<file path="config.mk">
export PLATFORM = sky130hd
export DESIGN_NAME = input_vc_arbiter_flat
export DESIGN_NICKNAME = d
export VERILOG_FILES = /design/src/rtl/input_vc_arbiter_if.sv /design/src/rtl/input_vc_arbiter.sv /design/src/flat_wrapper.sv
export SDC_FILE = /design/constraint.sdc
export NUM_CORES = 1
export LEC_CHECK = 0
export ABC_AREA = 1
export CAP_MARGIN = 25
export CORE_MARGIN = 8
export CORE_UTILIZATION = 50
export DETAILED_ROUTE_END_ITERATION = 6
export MAX_ROUTING_LAYER = met4
export PLACE_DENSITY = 0.81
export SYNTH_ARGS = -nofsm -noshare
export SYNTH_HDL_FRONTEND = slang
export SYNTH_SLANG_ARGS = --single-unit
</file>
<file path="constraint.sdc">
create_clock -name clk -period 7.4 [get_ports clk]
set_input_delay 1.85 -clock clk [delete_from_list [all_inputs] [get_ports clk]]
set_output_delay 1.85 -clock clk [all_outputs]
set_load 0.05 [all_outputs]
</file>
<file path="src/rtl/input_vc_arbiter_if.sv">
// input_vc_arbiter_if: bundle between one input port's VC buffers, the
// crossbar and the per-port VC arbiter.
//
//   slave  modport : the arbiter (consumes has_packet/dest/cts/beat signals,
//                    produces the output request and the grant/pop strobes)
//   master modport : buffer + crossbar side (the environment)
//
// Handshake: a beat moves on a rising clk edge exactly when buf_valid and
// buf_ready are both 1; buf_ready is only ever 1 while grant is held, and
// neither side may make its half depend on seeing the other side's half in
// the same cycle except buf_ready = grant & out_ready.
interface input_vc_arbiter_if #(
  parameter int vc_num     = 3,
  parameter int prio_num   = 2,
  parameter int output_num = 8
);
  localparam int N  = vc_num * prio_num;
  localparam int VW = (N > 1) ? $clog2(N) : 1;

  logic [N-1:0]                  has_packet;
  logic [N-1:0][output_num-1:0]  dest_i;
  logic [N-1:0][VW-1:0]          output_vc_i;
  logic                          cts;
  logic                          buf_valid;
  logic                          buf_last;
  logic                          out_ready;
  logic [output_num-1:0]         out_req;
  logic [VW-1:0]                 out_req_vc;
  logic [VW-1:0]                 selected_vc;
  logic                          grant;
  logic                          buf_ready;

  modport master (
    output has_packet, dest_i, output_vc_i, cts, buf_valid, buf_last, out_ready,
    input  out_req, out_req_vc, selected_vc, grant, buf_ready
  );

  modport slave (
    input  has_packet, dest_i, output_vc_i, cts, buf_valid, buf_last, out_ready,
    output out_req, out_req_vc, selected_vc, grant, buf_ready
  );
endinterface

</file>
<file path="src/rtl/input_vc_arbiter.sv">
// input_vc_arbiter: picks one of vc_num*prio_num virtual channels of an input
// port, requests its destination output/VC, waits for cts, then holds the
// grant until the packet's last beat. Strict priority between classes,
// round-robin inside a class, and a request timeout that masks a VC whose
// output never answers so the rest of the port is not blocked behind it.
//
// Ports:
//   clk, resetn   clock, synchronous active-low reset
//   bus           input_vc_arbiter_if.slave (VC status in, request/grant out)
//   dbg_state     FSM state (0 IDLE, 1 REQ, 2 XFER)
//   dbg_mask      per-VC timeout mask
//   dbg_rr_ptr    per-class round-robin pointer (last served VC in class)
module input_vc_arbiter #(
  parameter int vc_num      = 3,
  parameter int prio_num    = 2,
  parameter int output_num  = 8,
  parameter int REQ_TIMEOUT = 16,
  localparam int N  = vc_num * prio_num,
  localparam int PW = (vc_num > 1) ? $clog2(vc_num) : 1
) (
  input  logic                         clk,
  input  logic                         resetn,
  input_vc_arbiter_if.slave            bus,
  output logic [1:0]                   dbg_state,
  output logic [N-1:0]                 dbg_mask,
  output logic [prio_num-1:0][PW-1:0]  dbg_rr_ptr
);
  localparam int VW = (N > 1) ? $clog2(N) : 1;
  localparam int TW = $clog2(REQ_TIMEOUT);

  typedef enum logic [1:0] {IDLE = 2'd0, REQ = 2'd1, XFER = 2'd2} state_t;

  state_t                       state, state_n;
  logic [VW-1:0]                sel_q, sel_n;
  logic [output_num-1:0]        req_q, req_n;
  logic [VW-1:0]                rvc_q, rvc_n;
  logic                         grant_q, grant_n;
  logic [TW-1:0]                tmo_q, tmo_n;
  logic [N-1:0]                 mask_q, mask_n;
  logic [prio_num-1:0][PW-1:0]  rr_q, rr_n;

  logic [N-1:0]                 eff_mask;
  logic [N-1:0]                 eligible;
  logic                         all_masked;
  logic                         any_elig;
  logic [VW-1:0]                win;
  logic                         found;
  logic [VW-1:0]                cand;
  int                           idx;
  logic                         beat;

  // When every VC holding a packet is masked, the mask is dropped in the
  // same cycle so a lone timed-out VC gets another try right away.
  always_comb begin
    all_masked = (|bus.has_packet) && ((bus.has_packet & ~mask_q) == '0);
    eff_mask   = all_masked ? '0 : mask_q;
    for (int i = 0; i < N; i++) begin
      eligible[i] = bus.has_packet[i] && $onehot(bus.dest_i[i]) && !eff_mask[i];
    end
  end

  // Classes are scanned low to high so a higher class overrides. Inside a
  // class the scan starts one past the last served VC.
  always_comb begin
    any_elig = 1'b0;
    win      = '0;
    found    = 1'b0;
    cand     = '0;
    idx      = 0;
    for (int c = 0; c < prio_num; c++) begin
      found = 1'b0;
      cand  = '0;
      for (int k = 1; k <= vc_num; k++) begin
        idx = (int'(rr_q[c]) + k) % vc_num;
        if (!found && eligible[c*vc_num + idx]) begin
          found = 1'b1;
          cand  = VW'(c*vc_num + idx);
        end
      end
      if (found) begin
        any_elig = 1'b1;
        win      = cand;
      end
    end
  end

  assign beat = bus.buf_valid && grant_q && bus.out_ready;

  always_comb begin
    state_n = state;
    sel_n   = sel_q;
    req_n   = req_q;
    rvc_n   = rvc_q;
    grant_n = grant_q;
    tmo_n   = tmo_q;
    mask_n  = eff_mask;
    rr_n    = rr_q;
    case (state)
      IDLE: begin
        if (any_elig) begin
          sel_n   = win;
          req_n   = bus.dest_i[win];
          rvc_n   = bus.output_vc_i[win];
          tmo_n   = '0;
          state_n = REQ;
        end
      end
      REQ: begin
        if (bus.cts) begin
          req_n   = '0;
          rvc_n   = '0;
          grant_n = 1'b1;
          state_n = XFER;
        end else if (!bus.has_packet[sel_q]) begin
          req_n   = '0;
          rvc_n   = '0;
          state_n = IDLE;
        end else if (tmo_q == TW'(REQ_TIMEOUT - 1)) begin
          mask_n[sel_q] = 1'b1;
          req_n         = '0;
          rvc_n         = '0;
          state_n       = IDLE;
        end else begin
          tmo_n = tmo_q + TW'(1);
        end
      end
      XFER: begin
        if (beat && bus.buf_last) begin
          grant_n = 1'b0;
          mask_n  = '0;
          state_n = IDLE;
          for (int c = 0; c < prio_num; c++) begin
            if (int'(sel_q) / vc_num == c) rr_n[c] = PW'(int'(sel_q) % vc_num);
          end
        end
      end
      default: state_n = IDLE;
    endcase
  end

  always_ff @(posedge clk) begin
    if (!resetn) begin
      state   <= IDLE;
      sel_q   <= '0;
      req_q   <= '0;
      rvc_q   <= '0;
      grant_q <= 1'b0;
      tmo_q   <= '0;
      mask_q  <= '0;
      for (int c = 0; c < prio_num; c++) rr_q[c] <= PW'(vc_num - 1);
    end else begin
      state   <= state_n;
      sel_q   <= sel_n;
      req_q   <= req_n;
      rvc_q   <= rvc_n;
      grant_q <= grant_n;
      tmo_q   <= tmo_n;
      mask_q  <= mask_n;
      rr_q    <= rr_n;
    end
  end

  assign bus.out_req     = req_q;
  assign bus.out_req_vc  = rvc_q;
  assign bus.selected_vc = sel_q;
  assign bus.grant       = grant_q;
  assign bus.buf_ready   = grant_q & bus.out_ready;

  assign dbg_state  = state;
  assign dbg_mask   = mask_q;
  assign dbg_rr_ptr = rr_q;
endmodule
</file>
<file path="src/flat_wrapper.sv">
// flat-port wrapper written by rule: the top's interface ports become plain ports
module input_vc_arbiter_flat 
#(
  parameter int vc_num      = 3,
  parameter int prio_num    = 2,
  parameter int output_num  = 8,
  parameter int REQ_TIMEOUT = 16,
  localparam int N  = vc_num * prio_num,
  localparam int PW = (vc_num > 1) ? $clog2(vc_num) : 1
)
  (clk, resetn, dbg_state, dbg_mask, dbg_rr_ptr, bus_has_packet, bus_dest_i, bus_output_vc_i, bus_cts, bus_buf_valid, bus_buf_last, bus_out_ready, bus_out_req, bus_out_req_vc, bus_selected_vc, bus_grant, bus_buf_ready);
  input_vc_arbiter_if #(.vc_num(vc_num), .prio_num(prio_num), .output_num(output_num)) bus_i ();
  input  logic clk;
  input  logic resetn;
  output logic [1:0] dbg_state;
  output logic [N-1:0] dbg_mask;
  output logic [prio_num-1:0][PW-1:0] dbg_rr_ptr;
  input wire logic [$bits(bus_i.has_packet)-1:0] bus_has_packet;
  input wire logic [$bits(bus_i.dest_i)-1:0] bus_dest_i;
  input wire logic [$bits(bus_i.output_vc_i)-1:0] bus_output_vc_i;
  input wire logic [$bits(bus_i.cts)-1:0] bus_cts;
  input wire logic [$bits(bus_i.buf_valid)-1:0] bus_buf_valid;
  input wire logic [$bits(bus_i.buf_last)-1:0] bus_buf_last;
  input wire logic [$bits(bus_i.out_ready)-1:0] bus_out_ready;
  output wire logic [$bits(bus_i.out_req)-1:0] bus_out_req;
  output wire logic [$bits(bus_i.out_req_vc)-1:0] bus_out_req_vc;
  output wire logic [$bits(bus_i.selected_vc)-1:0] bus_selected_vc;
  output wire logic [$bits(bus_i.grant)-1:0] bus_grant;
  output wire logic [$bits(bus_i.buf_ready)-1:0] bus_buf_ready;
  assign bus_i.has_packet = bus_has_packet;
  assign bus_i.dest_i = bus_dest_i;
  assign bus_i.output_vc_i = bus_output_vc_i;
  assign bus_i.cts = bus_cts;
  assign bus_i.buf_valid = bus_buf_valid;
  assign bus_i.buf_last = bus_buf_last;
  assign bus_i.out_ready = bus_out_ready;
  assign bus_out_req = bus_i.out_req;
  assign bus_out_req_vc = bus_i.out_req_vc;
  assign bus_selected_vc = bus_i.selected_vc;
  assign bus_grant = bus_i.grant;
  assign bus_buf_ready = bus_i.buf_ready;
  input_vc_arbiter #(.vc_num(vc_num), .prio_num(prio_num), .output_num(output_num), .REQ_TIMEOUT(REQ_TIMEOUT)) u_core (.clk(clk), .resetn(resetn), .bus(bus_i), .dbg_state(dbg_state), .dbg_mask(dbg_mask), .dbg_rr_ptr(dbg_rr_ptr));
endmodule
</file>
==> out/metrics.cfg, run 1 <==
[hold_path]
hold_path_depth=2
min_path_type=flop to flop

[logic_synthesis]
ys.flop_type=dfxtp_1
async_flop_share_pct=0
synth_warnings=0
synth-seq-cells=31
synth-edff-count=0
ys_seq_area_share_pct=14.40
avgSynthCellArea_sq_um=6.652
synth_area_sq_um=4310
synth_cell_types=36
syn_inst=648
synth_nets=801

[placed_design]
place_area_sq_um=5386
placedCellCount=845
port_buffers=105
hpwl_microns=11460
gp_congestion=0.9870

[finish]
mostFrequentLayoutCells=nand2_1, clkdlybuf4s50_1, inv_1, nand3_1, nor2_1
fin_cells=853
final_common_cell=nand2_1
num-fill-cells=801
diodes=0
drive_above_1_share_pct=7.248
fin_area_sq_um=5490
area_delta_synth_final_pct=27.37
num-nets-final=897

[cts]
clock_path_buffers=2
cts-root-buf=clkbuf_8
numClockSinks=31
postCtsHoldBufs=0
ctsResizeCount=0
clock_latency_ns=0.28
cts_max_level=2
cts_tree=built
postCtsSetupRepairBufs=0
cts_made_buffers=5
path_clk_slew_ns=0.07

[drt]
drc=0
dr.pass1.iters=5
drt_iter0_drc=316
wl_per_cell_microns=16.00
num_vias=4693
routed_wl_microns=13650
final_antenna_net_count=0
viasPerCell=5.502

[worst_setup_path]
reg2reg_depth=22
crit_arrival_ns=6.91
critPathKind=primary input to flop
start_kind=primary input
critPathMaxFanout=21
cp-end-kind=flop
crit_required_ns=7.60

[floorplan]
die_h_microns=108.9
die_area_sq_um=11850
num_rows=34
die_w_microns=108.9
start_util_pct=50.41
placeableCoreArea_sq_um=8551
io_pins=106

[timing]
setup_violations=0
hold_slack_ns=0.4855
drv_slew=0
fmax_mhz=149.1
maxSlewHeadroom_pct=43.73
fin_worst_skew_ns=0.008112
fin_crit_ns=6.708
hold_violations=0
fin_setup_tns_ns=0
period_share_pct=90.65
tightest_slew_ns=0.8431
rsz0062_at_grt=false

[pwr]
finalPower_mw=1.500
max-vdd-ir-drop_mv=0.3289
powerDensity_nw_per_um2=273.1
leakage_nw=2.611

[global_route]
grt_max_degree=34
grt_pass1_vias=4610
track_usage_pct=23.82
grt_pass1_wl_microns=22160
grt-ovfl-total=0
antenna_found_initial=0

[run_status]
status=finished, final reports clean

[run]
drv_cap=0

per-layer routing:
| metal | vias to the layer above | global-route usage, % | wire [microns] |
|---|---|---|---|
| met5 | - | - | 0 |
| met4 | 0 | 4.692 | 193 |
| met1 | 2202 | 27.91 | 5681 |
| li1 | 2288 | - | - |
| met3 | 17 | 3.960 | 922 |
| met2 | 186 | 41.94 | 6852 |
area by class of cell:
class	count	area, sq um	share of cell area (%)
multi-input cells	496	3171	57.75
repair buffers	109	1081	19.69
clock inverters	1	7.507	0.1367
flip-flops and latches	31	620.6	11.30
inverters	101	379.1	6.905
clock buffers	7	96.34	1.755
well taps	108	135.1	2.461
sequential cells by signal (all words and copies together) (netlist names):
| name | count |
|---|---|
| u_core.bus.out_req | 8 |
| u_core.dbg_state | 2 |
| u_core.bus.grant | 1 |
| u_core.tmo_q | 4 |
| u_core.dbg_rr_ptr | 4 |
| u_core.bus.selected_vc | 3 |
| u_core.bus.out_req_vc | 3 |
| u_core.dbg_mask | 6 |
power breakdown:
| group | leakage, nW | total (mW) | switching, mW | internal [mW] |
|---|---|---|---|---|
| clock | 0.0505 | 0.155 | 0.0699 | 0.0847 |
| combinational | 2.31 | 1.07 | 0.706 | 0.364 |
| sequential | 0.253 | 0.275 | 0.0569 | 0.218 |
| total | 2.61 | 1.50 | 0.833 | 0.666 |
through the flow:
stage	utilization, %	setup slack (ns)
finish	64.21	0.6917
global route	64.21	0.2789
CTS	64.21	0.7218
detailed placement	62.99	0.4190
global placement	62.99	0.5067
floorplan	-	1.645
Yosys cell counts (2+ instances only):
cell      instances  area share, %
nand2_1         140             12
inv_1            96            8.4
nand3_1          88             10
nor2_1           55            4.8
ha_1             51             15
a21oi_1          34            3.9
dfxtp_1          31             14
fa_1             24             11
o21ai_0          20            2.3
o21ai_1          18            2.1
a21oi_2          10            2.0
nand2_2           7            1.0
nand2_4           7            1.8
nor3_1            7           0.81
buf_4             6            1.0
nand4_1           6           0.87
buf_6             5            1.3
clkbuf_1          5           0.44
buf_2             4           0.46
inv_2             4           0.35
nor2_2            4           0.58
nand3_2           3           0.70
nor3b_1           3           0.52
a21boi_0          2           0.35
nand3b_1          2           0.35
nor2_4            2           0.52
nor3b_2           2           0.58
nor4_1            2           0.29
o21ai_2           2           0.41
o22ai_1           2           0.29
worst max-delay path, cell delays in order:
cell             delay, ns
clkdlybuf4s50_1       0.45
ha_1                  0.24
fa_1                  0.54
inv_1                 0.06
fa_1                  0.53
inv_1                 0.04
ha_1                  0.20
fa_1                  0.43
nor2_1                0.11
nand2_1               0.06
nor3b_1               0.39
nand2_4               0.13
nand2_1               0.12
nand3_1               0.10
nand2_1               0.12
nand2_4               0.09
nand2_4               0.09
inv_2                 0.03
o21ai_1               0.09
nand2_1               0.11
nand2_4               0.17
buf_4                 0.28
nand3_1               0.10
nand3_1               0.09
nand2_1               0.06
nor2_1                0.18
nand2_1               0.10
a21oi_2               0.12
path summary, 6_finish.rpt:
path	startpoint	endpoint	slack, ns
worst max register to register	u_core.dbg_mask[4]	u_core.bus.out_req[3]	4.09
worst min-delay path	u_core.bus.out_req[2]	u_core.bus.out_req[2]	0.49
worst min register to register	u_core.bus.out_req[2]	u_core.bus.out_req[2]	0.49
worst max-delay path	bus_dest_i[38]	u_core.bus.out_req[1]	0.69
kinds of logic (layout without fill, tap and decap cells):
kind of cell / count (synthesis) / after routing / share of synthesized area (%)
flip-flops: 31 / 31 / 14.40
buffers and inverters: 121 / 218 / 12.05
AND/OR/NAND/NOR: 329 / 329 / 35.41
adder cells (fa/ha/maj): 75 / 75 / 25.95
AO/OA/AOI/OAI: 92 / 92 / 12.19
Power figures use the tool's default switching activity.
==> inputs of run 2 (changes only) <==
--- a/config.mk
+++ b/config.mk
@@ -10,6 +10,7 @@
 export CORE_MARGIN = 8
 export CORE_UTILIZATION = 50
 export DETAILED_ROUTE_END_ITERATION = 6
+export HOLD_SLACK_MARGIN = 0.05
 export MAX_ROUTING_LAYER = met4
 export PLACE_DENSITY = 0.81
 export SYNTH_ARGS = -nofsm -noshare
==> results of run 2 <==
Final layout, timing and power as in run 1 (identical DEF).
